$ cat src/rtl/fft_mag_sq.sv
// Squared magnitude (re^2 + im^2) of a streaming FFT output, three register stages.
// Optional macro FFT_MAG_FRAME_CHECK_EN adds the fft_last frame-length check and frame_err.
module fft_mag_sq #(
    parameter int NSamples = 1024,
    parameter int DW       = 16,
    parameter int W        = 33,
    parameter int NBits    = $clog2(NSamples)
) (
    input  logic          clk,
    input  logic          reset,
    input  logic [DW-1:0] fft_real,
    input  logic [DW-1:0] fft_imag,
    input  logic          fft_valid,
    input  logic          fft_last,
    output logic          fft_ready,
    output logic [W-1:0]  mag,
    output logic          mag_valid,
    output logic          mag_last,
    input  logic          mag_ready,
    output logic          frame_err
);

    localparam logic [NBits-1:0] LAST_IDX = NBits'(NSamples - 1);

    // Handshake: a beat transfers on a rising edge where valid && ready. The whole
    // pipeline moves only when the output register is empty or being drained, and
    // fft_ready is that same advance term, so no beat is ever dropped or buffered.
    logic adv;
    logic fire;
    logic at_last;
    logic [NBits-1:0] idx;
    logic [NBits-1:0] idx_next;

    logic          s1_valid;
    logic          s1_last;
    logic [DW-1:0] s1_re;
    logic [DW-1:0] s1_im;

    logic            s2_valid;
    logic            s2_last;
    logic [2*DW-1:0] s2_re2;
    logic [2*DW-1:0] s2_im2;

    logic [2*DW-1:0] re_sq;
    logic [2*DW-1:0] im_sq;

    assign adv       = !(mag_valid && !mag_ready);
    assign fft_ready = adv;
    assign fire      = fft_valid && adv;
    assign at_last   = (idx == LAST_IDX);

    // Sign-extend to 2*DW before multiplying; the square is never negative and
    // at most 2^(2*DW-2), so the low 2*DW bits are the exact unsigned value.
    assign re_sq = {{DW{s1_re[DW-1]}}, s1_re} * {{DW{s1_re[DW-1]}}, s1_re};
    assign im_sq = {{DW{s1_im[DW-1]}}, s1_im} * {{DW{s1_im[DW-1]}}, s1_im};

    always_comb begin
        idx_next = at_last ? '0 : idx + 1'b1;
`ifdef FFT_MAG_FRAME_CHECK_EN
        if (fft_last) idx_next = '0;
`endif
    end

    always_ff @(posedge clk or negedge reset) begin
        if (!reset) begin
            idx <= '0;
        end else if (fire) begin
            idx <= idx_next;
        end
    end

    always_ff @(posedge clk or negedge reset) begin
        if (!reset) begin
            s1_valid  <= 1'b0;
            s1_last   <= 1'b0;
            s1_re     <= '0;
            s1_im     <= '0;
            s2_valid  <= 1'b0;
            s2_last   <= 1'b0;
            s2_re2    <= '0;
            s2_im2    <= '0;
            mag       <= '0;
            mag_valid <= 1'b0;
            mag_last  <= 1'b0;
        end else if (adv) begin
            s1_valid  <= fire;
            s1_last   <= at_last;
            s1_re     <= fft_real;
            s1_im     <= fft_imag;
            s2_valid  <= s1_valid;
            s2_last   <= s1_last;
            s2_re2    <= re_sq;
            s2_im2    <= im_sq;
            mag_valid <= s2_valid;
            mag_last  <= s2_valid && s2_last;
            mag       <= {{(W-2*DW){1'b0}}, s2_re2} + {{(W-2*DW){1'b0}}, s2_im2};
        end
    end

`ifdef FFT_MAG_FRAME_CHECK_EN
    // Pulses in the cycle the offending beat sits in S1.
    always_ff @(posedge clk or negedge reset) begin
        if (!reset) begin
            frame_err <= 1'b0;
        end else begin
            frame_err <= fire && (fft_last != at_last);
        end
    end
`else
    logic unused_last;
    assign unused_last = fft_last;
    assign frame_err   = 1'b0;
`endif

endmodule

$ cat config.mk
export PLATFORM = sky130hd
export DESIGN_NAME = fft_mag_sq
export DESIGN_NICKNAME = d
export VERILOG_FILES = /design/src/rtl/fft_mag_sq.sv
export SDC_FILE = /design/constraint.sdc
export NUM_CORES = 1
export LEC_CHECK = 0
export CORE_UTILIZATION = 35
export CTS_CLUSTER_SIZE = 16
export DETAILED_ROUTE_END_ITERATION = 16
export PLACE_DENSITY_LB_ADDON = 0.08
export SLEW_MARGIN = 40
export SYNTH_ARGS = -nofsm -noshare
export SYNTH_HDL_FRONTEND = slang
export SYNTH_SLANG_ARGS = --single-unit
$ cat constraint.sdc
create_clock -name clk -period 17.55 [get_ports clk]
set_clock_uncertainty 0.2 [all_clocks]
set_input_delay 2.6325 -clock clk [delete_from_list [all_inputs] [get_ports clk]]
set_output_delay 2.6325 -clock clk [all_outputs]
set_load 0.05 [all_outputs]
# --- Yosys cells after proc, flatten, opt, wreduce, memory -nomap -nowiden ---
# Cells that the tools add are included.
# W data, S select, Z words.
classes:
  eq_ne: 1
  n_mul: 2
  n_reduce_logical: 5
  addsub: 2
  muxes: 1
op_table:
  columns: ["op", "n"]
  rows:
  - ["$mul A16 B16 Y32", 2]
  - ["$add A32 B32 Y33", 1]
  - ["$add A10 B1 Y10 const B", 1]
  - ["$eq A10 B10 Y1 const B", 1]
  - ["$mux W10", 1]
  - ["$logic_and A1 B1 Y1", 3]
  - ["$logic_not A1 Y1", 2]
totals:
  out_inout_bits: 37
  regBits: 145
  in_bits: 37

# --- Depth between registers and ports, before layout ---
# Gate-level depths: netlist of run 1.
depth:
  ltp_word: 4
  ltp_mapped: 25

# --- Least setup slack after synthesis of run 1 ---
# Ideal clock, no wire load.
synth_path:
  kind: "input to output"
  start: "input port mag_ready"
  end: "output port fft_ready"
  stages: 5
  required_time_ps: 14717
  path_slack_ps: 10874
  arrival_time_ps: 3844
  path_cell_list: "nor2b_1 -> clkbuf_1 -> inv_2 -> clkbuf_1 -> clkbuf_1"
synth_via:
  elab_chain_len: 3
synth_rtl:
  columns: ["element", "line_no", "text"]
  rows:
  - ["start, declared", "19", "input logic mag_ready,"]
  - ["$logic_not A1 Y1", "47", "assign adv = !(mag_valid && !mag_ready);"]
  - ["$logic_and A1 B1 Y1", "47", null]
  - ["$logic_not A1 Y1", "47", null]
  - ["end, declared", "15", "output logic fft_ready,"]
# No other way between the ends.

# --- Worst setup path in the final report of run 1 ---
layout_path:
  start: "register s1_re[15]"
  end: "register s2_re2[31]"
layout_via:
  elab_chain_len: 1
layout_rtl:
  columns: ["element", "line_no", "text"]
  rows:
  - ["start, declared", "36", "logic [DW-1:0] s1_re;"]
  - ["start signal, assigned", "88", "s1_re <= fft_real;"]
  - ["$mul A16 B16 Y32", "54", "assign re_sq = {{DW{s1_re[DW-1]}}, s1_re} * {{DW{s1_re[DW-1]}}, s1_re};"]
  - ["end signal, assigned", "92", "s2_re2 <= re_sq;"]
  - ["end, declared", "41", "logic [2*DW-1:0] s2_re2;"]
# No other way between the ends.
# A chain may end at the register's enable or synchronous reset.

==> out/metrics.yaml, run 1 <==
setup_path:
  cp.arrival_ns: 8.24
  worstSetupPathType: "reg2reg"
  timing.critical_path.mode_cell: "fa_1"
  max_stage_delay_ns: 0.90
  list_of_cells_traversed_by_the_critical_path: "clkinv_1 > nor2_1 > fa_1 > fa_1 > fa_1 > fa_1 > fa_1 > inv_1 > fa_1 > inv_1 > ha_1 > nand3_1 > nand2b_1 > a211oi_1 > o21ai_1 > o2111ai_1 > a21oi_1 > xnor2_1 > o21ai_0"
  reg2reg_depth: 19
  worst_path_max_delay_cell: "fa_1"
  setup.worst_path.end_class: "flop"
  cp-start-kind: "flop"
  crit_path_max_fanout: 18
  worst_ep_required_time_ns: 17.69
clocking:
  postCtsResizedCells: 0
  worst_skew_pair.late_latency_ns: 0.49
  clockBufferDepth: 2
  cts_buffers: 17
  cts_hold_buffers: 0
  cts_tree: "yes"
  clock_tree_root_buffer_cell: "clkbuf_16"
  clk_pin_slew_worst_paths_ns: 0.08
  clock-sinks: 143
  post_cts.repair.setup_buffers: 0
  cts_htree_levels: 4
global_routing:
  antenna_violations_before_repair: 0
  grt_pass1_vias: 18800
  grt_first_pass_wirelength_um: 96000
  grt_remaining_overflow: 0
  grt_use_total_pct: 17.5
  maximum_number_of_pins_on_one_net_before_global_route_repair: 83
synth:
  syn_area_per_cell_um2: 9.22
  netlist_top_cells_area: "fa_1 39%, dfrtp_1 15%, ha_1 11%, inv_1 9.9%, nand2_1 5.0%"
  synthesis_warnings: 0
  async_reset_ff_share_pct: 100
  synth_cell_types: 61
  syn-instance-count: 2633
  synth.largest_area_cell: "fa_1"
  synth_fp_nets: 3350
  synth-seq-area-share_pct: 14.7
  dominantRegCellSynth: "dfrtp_1"
  synthDominantCellAreaShare_pct: 38.6
  synth_enable_flop_cells: 0
  synthesis.area_mm2: 0.0243
  synth-seq-cells: 143
timing:
  hold_viol_final: 0
  fin_setup_tns_ns: 0
  timing.fmax_mhz: 124
  slew_headroom_pct: 45.5
  unrepaired_setup_endpoints_after_global_routing: "no"
  timing.final.setup_violations: 0
  report.final.slew_viol_count: 0
  timing_worst_slew_pin_value_ns: 0.806
  min_period_ns: 8.10
  final_min_period_over_clock_period_pct: 46.1
routing:
  num_vias: 16900
  drt_wl_total_um: 56500
  post-route-drc-count: 0
  via_per_inst: 4.71
  detail-route-antenna-nets: 0
  starting_drt_drc_count: 650
  post_drt_wl_per_cell_um: 15.7
  drt_pre_antenna_iters: 5
place:
  numPlacedInstances: 3565
  dp_hpwl_um: 45100
  place.gp.congestion: 0.798
  placedInstanceArea_mm2: 0.0259
  port_buffers: 71
die:
  fp-row-count: 96
  die_y_um: 265
  die_width_um: 265
  floorplan.initialDensity_pct: 35.4
  std_cell_core_area_mm2: 0.0686
  die_area_mm2: 0.0704
  ios: 74
worst_hold_path:
  worstHoldPathCells: 2
  worstHoldPathType: "reg2reg"
layout:
  post_layout_nonfiller_instances: 3597
  syn2layout_area_growth_pct: 9.45
  nets: 3370
  post_route_cells_drive_above_1_share_pct: 2.93
  final_cell_area_mm2: 0.0266
  insertedDiodeCount: 0
flow_run:
  timing.max_cap.violations: 0
status:
  outcome: "finished clean"
==> worst max-delay path, delay by kind of cell (launching register included) <==
| family | cells | cell delay, ns |
|---|---|---|
| and+or+nand+nor | 3 | 0.80 |
| adders and majority gates | 7 | 3.88 |
| AOI/OAI and AO/OA | 5 | 1.33 |
| buffers and inverters | 3 | 0.84 |
| xor gates and xnor gates | 1 | 0.14 |
| DFF | 1 | 0.75 |
==> cells in the mapped netlist, types with 3 or more instances <==
library cell,number
dfrtp_1,143
and2_1,81
a211oi_2,3
nor3_1,18
o21ai_0,80
and3_1,13
o21ai_1,3
a21oi_1,98
clkbuf_1,78
a31oi_1,7
xnor2_1,69
or3_1,5
o211ai_1,3
inv_1,638
a211oi_1,10
nand4_1,9
a31o_2,8
o21a_1,17
clkinv_1,3
ha_1,212
nand2_1,325
nand2b_1,12
mux2i_1,3
o41ai_1,4
fa_1,468
nand3_1,24
or2_2,6
nor2b_1,10
xor2_1,45
nor3b_1,5
nor2_1,128
o31ai_1,13
o21bai_1,15
a21o_1,38
==> placed cells by master (no fill, tap or decap), drive strengths merged, types with 11 or more instances in the layout <==
| master | n |
|---|---|
| a21oi | 99 |
| a211oi | 13 |
| o21a | 17 |
| xnor2 | 69 |
| clkdlybuf4s50 | 70 |
| o21bai | 16 |
| fa | 468 |
| ha | 212 |
| buf | 11 |
| nor3 | 18 |
| nand2 | 325 |
| nand2b | 12 |
| inv | 648 |
| dfrtp | 143 |
| and3 | 13 |
| clkbuf | 18 |
| xor2 | 45 |
| o21ai | 83 |
| nor2b | 11 |
| nor2 | 128 |
| a21o | 38 |
| nand3 | 24 |
| o31ai | 13 |
| and2 | 81 |
==> metal layers <==
metal  part of all wire [%]  wire length, µm  global-route usage, %
met1                     45            25200                   22.6
met2                     51            28900                   30.9
met3                    3.0             1720                   2.75
met4                    1.2              690                   3.56
met5                      0                0                      0
==> cells by family (layout without fill, tap and decap cells) <==
family | Yosys count | after routing | synth area share, %
buf+inv | 723 | 756 | 11.2
fa+ha+maj | 680 | 680 | 49.5
simple gates | 649 | 649 | 12.0
compound gates | 319 | 319 | 8.22
flops | 143 | 143 | 14.7
xor+xnor | 114 | 114 | 4.11
mux | 4 | 4 | 0.170
other cells | 1 | 1 | 0.0155
==> registers in the layout (all words and copies together) (netlist names) <==
name and cells:
mag_valid 1, s1_last 1, idx 10, s2_last 1
mag_last 1, s2_valid 1, s1_re 16, s1_im 16
s1_valid 1, mag 33, s2_im2 31, s2_re2 31
==> through the flow <==
stage                     setup slack, ns  util (%)  hold slack, ns
after floorplan                     10.87         -           0.238
after global placement               9.51      37.8           0.251
after CTS                            9.51      38.7           0.275
final                                9.45      38.7           0.266
after global routing                 9.07      38.7           0.291
after detailed placement             9.54      37.8           0.257
==> layout make-up <==
cell class | count | area [µm²]
repair buffers | 82 | 817
fillers | 7016 | 42000
multi-input cells | 1767 | 18000
clock buffers | 17 | 425
flip-flops and latches | 143 | 3590
well taps | 931 | 1160
inverters | 642 | 2410
clock inverters | 15 | 168
==> final timing paths <==
| kind | from | to | slack, ns |
|---|---|---|---|
| max | s1_re[15] | s2_re2[31] | 9.45 |
| max in group asynchronous | reset | s1_re[6] | 13.99 |
| max reg2reg | s1_re[15] | s2_re2[31] | 9.45 |
| min in group asynchronous | reset | s1_im[10] | 1.98 |
| min reg2reg | mag[0] | mag[0] | 0.27 |
| min | mag[0] | mag[0] | 0.27 |
Power of run 1 is not shown: default switching activity piles up to over one toggle a cycle in this logic, so the estimate is an artifact.
==> run 2: changes to the inputs <==
clock period = 8 ns   (was 17.55 ns; I/O delays follow)
==> run 2 against run 1 <==
Compared with the run above: final area increased by 0.68%; routed wire length is essentially flat; cell count increased by 0.50%; flip-flop and latch count is the same; sequential share of layout area decreased by 0.11 points; critical path type unchanged; largest cell class unchanged.
==> out/metrics.yaml, run 2 (synthesis results as in run 1) <==
status:
  outcome: "finished clean"
timing:
  final_min_period_over_clock_period_pct: 87.3  # +41 points
  hold_viol_final: 0  # unchanged
  timing_worst_slew_pin_value_ns: 0.770  # -0.0357 ns
  hold_slack_ns: 0.264  # -0.00202 ns
  unrepaired_setup_endpoints_after_global_routing: "no"
  slew_headroom_pct: 48.6  # +3.1 points
  timing.final.setup_violations: 0  # unchanged
  fin_setup_tns_ns: 0  # unchanged
  min_period_ns: 6.99  # -1.11 ns
  final_critical_path_setup_slack_ns: 1.01  # -8.44 ns
  report.final.slew_viol_count: 0  # unchanged
  timing.fmax_mhz: 143  # +16%
worst_hold_path:
  timing.hold.worst.start: "mag[1]"
  hold-path-endpoint: "mag[1]"
  worstHoldPathType: "reg2reg"
  worstHoldPathCells: 2  # unchanged
setup_path:
  cp.arrival_ns: 7.12  # -1.12 ns
  max_stage_delay_ns: 0.79  # -0.11 ns
  worstSetupPathType: "reg2reg"
  critPathTopFamily: "adder cells"
  r2r-start: "s1_im[8]"
  r2r_setup_slack_ns: 1.01  # -8.44 ns
  worst_path_max_delay_cell: "dfrtp_1"
  reg2reg_depth: 23  # +4
  cp-start-kind: "flop"
  list_of_cells_traversed_by_the_critical_path: "inv_1 > nor2_1 > inv_1 > fa_1 > inv_1 > fa_1 > inv_1 > fa_1 > inv_1 > fa_1 > fa_1 > inv_1 > fa_1 > inv_1 > ha_1 > and3_1 > a221o_1 > a21oi_1 > a31oi_1 > a211o_1 > a21oi_1 > xor2_1 > o21ai_0"
  critical_path_buf_inv_count: 7  # +4
  setup.worst_path.end_class: "flop"
  worst_ep_required_time_ns: 8.14  # -9.55 ns
  rr_endpoint: "s2_im2[30]"
  crit_path_max_fanout: 15  # -3
  timing.critical_path.mode_cell: "inv_1"
clocking:
  clock-sinks: 143  # unchanged
  postCtsResizedCells: 0  # unchanged
  clk_pin_slew_worst_paths_ns: 0.07  # about the same
  cts_htree_levels: 4  # unchanged
  cts_tree: "yes"
  clock_tree_root_buffer_cell: "clkbuf_16"
  cts_buffers: 17  # unchanged
  clockBufferDepth: 2  # unchanged
  cts_hold_buffers: 0  # unchanged
  post_cts.repair.setup_buffers: 0  # unchanged
  worst_skew_pair.late_latency_ns: 0.49  # about the same
routing:
  drt_wl_total_um: 56600  # about the same
  post_drt_wl_per_cell_um: 15.6  # -0.40%
  num_vias: 17000  # +0.12%
  starting_drt_drc_count: 663  # +2.0%
  detail-route-antenna-nets: 0  # unchanged
  post-route-drc-count: 0  # unchanged
  via_per_inst: 4.69  # -0.38%
  drt_pre_antenna_iters: 4  # -1
global_routing:
  grt_use_total_pct: 17.7  # +0.14 points
  grt_first_pass_wirelength_um: 96800  # +0.84%
  grt_remaining_overflow: 0  # unchanged
  maximum_number_of_pins_on_one_net_before_global_route_repair: 80  # -3.6%
  grt_pass1_vias: 19200  # +2.0%
  antenna_violations_before_repair: 1  # +1
die:
  die_y_um: 265  # unchanged
  floorplan.initialDensity_pct: 35.4  # unchanged
  die_width_um: 265  # unchanged
  die_area_mm2: 0.0704  # unchanged
  ios: 74  # unchanged
  std_cell_core_area_mm2: 0.0686  # unchanged
  fp-row-count: 96  # unchanged
layout:
  post_route_cells_drive_above_1_share_pct: 3.35  # +0.43 points
  syn2layout_area_growth_pct: 10.2
  largest_reg_flops: 33  # unchanged
  largest-register: "mag"
  fill_cells: 7104  # +1.3%
  layout.cells.most_common: "inv_1"
  footprint_of_the_multi_input_gates_mm2: 0.0180  # about the same
  nets: 3387  # +0.50%
  top_regs: "mag: 33 flops, s2_im2: 31 flops, s2_re2: 31 flops"
  final-seq-area_mm2: 0.00359  # -0.17%
  mostFrequentLayoutCells: "638 x inv_1, 468 x fa_1, 325 x nand2_1"
place:
  pre_cts_ws_ns: 0.988  # -8.55 ns
  port_buffers: 71  # unchanged
  dp_hpwl_um: 46200  # +2.4%
  place.gp.congestion: 0.823  # +3.1%
flow_run:
  timing.max_cap.violations: 0  # unchanged
==> run 2: cell types whose count changed in the layout (fill, tap and decap cells not counted), sizes merged <==
cell / delta
bufinv: +3
buf: +18
clkbuf: +2
inv: -6
diode: +1
==> run 2: routing by layer <==
metal / GRT usage [%] / up-vias / share of wire [%]
met3: 2.06 / 48 / 3.0
met2: 30.5 / 187 / 50
met1: 23.3 / 8667 / 45
met4: 4.83 / 0 / 1.6
li1: - / 8051 / -
met5: 0 / - / 0
==> run 2: through the flow <==
step	instance area, µm²	instances	utilization [%]
after global placement	26100	3581	38.0
after global routing	26700	3614	39.0
after detailed placement	26100	3582	38.0
after floorplan	24300	2633	-
final	26700	3615	39.0
after CTS	26700	3614	39.0
==> run 2: worst register-to-register path, stage by stage (launching register included) <==
cell	delay (ns)
dfrtp_1	0.79
inv_1	0.30
nor2_1	0.26
inv_1	0.08
fa_1	0.48
inv_1	0.06
fa_1	0.53
inv_1	0.05
fa_1	0.47
inv_1	0.06
fa_1	0.45
fa_1	0.49
inv_1	0.05
fa_1	0.47
inv_1	0.04
ha_1	0.35
and3_1	0.20
a221o_1	0.33
a21oi_1	0.26
a31oi_1	0.21
a211o_1	0.31
a21oi_1	0.18
xor2_1	0.15
o21ai_0	0.08
==> run 2: worst max-delay path by stage <==
stage / to / cells after the start / start
2_1_floorplan: s2_re2[31] / 21 / s1_re[15]
3_3_place_gp: s2_re2[31] / 20 / s1_re[15]
3_5_place_dp: s2_re2[31] / 20 / s1_re[15]
4_1_cts: s2_re2[31] / 20 / s1_re[15]
5_1_grt: s2_re2[31] / 19 / s1_re[15]
6_report: s2_im2[30] / 23 / s1_im[8]
==> run 2: area by class of cell <==
| cell class | count | share of cell area (%) |
|---|---|---|
| timing repair buffer | 99 | 3.55 |
| multi-input combinational | 1767 | 67.3 |
| sequential | 143 | 13.4 |
| clock buffer | 20 | 1.71 |
| clock inverter | 12 | 0.678 |
| antenna | 1 | 0.00936 |
| inverter | 642 | 9.03 |
| tap | 931 | 4.36 |
Power of run 2 is left out for the same reason.
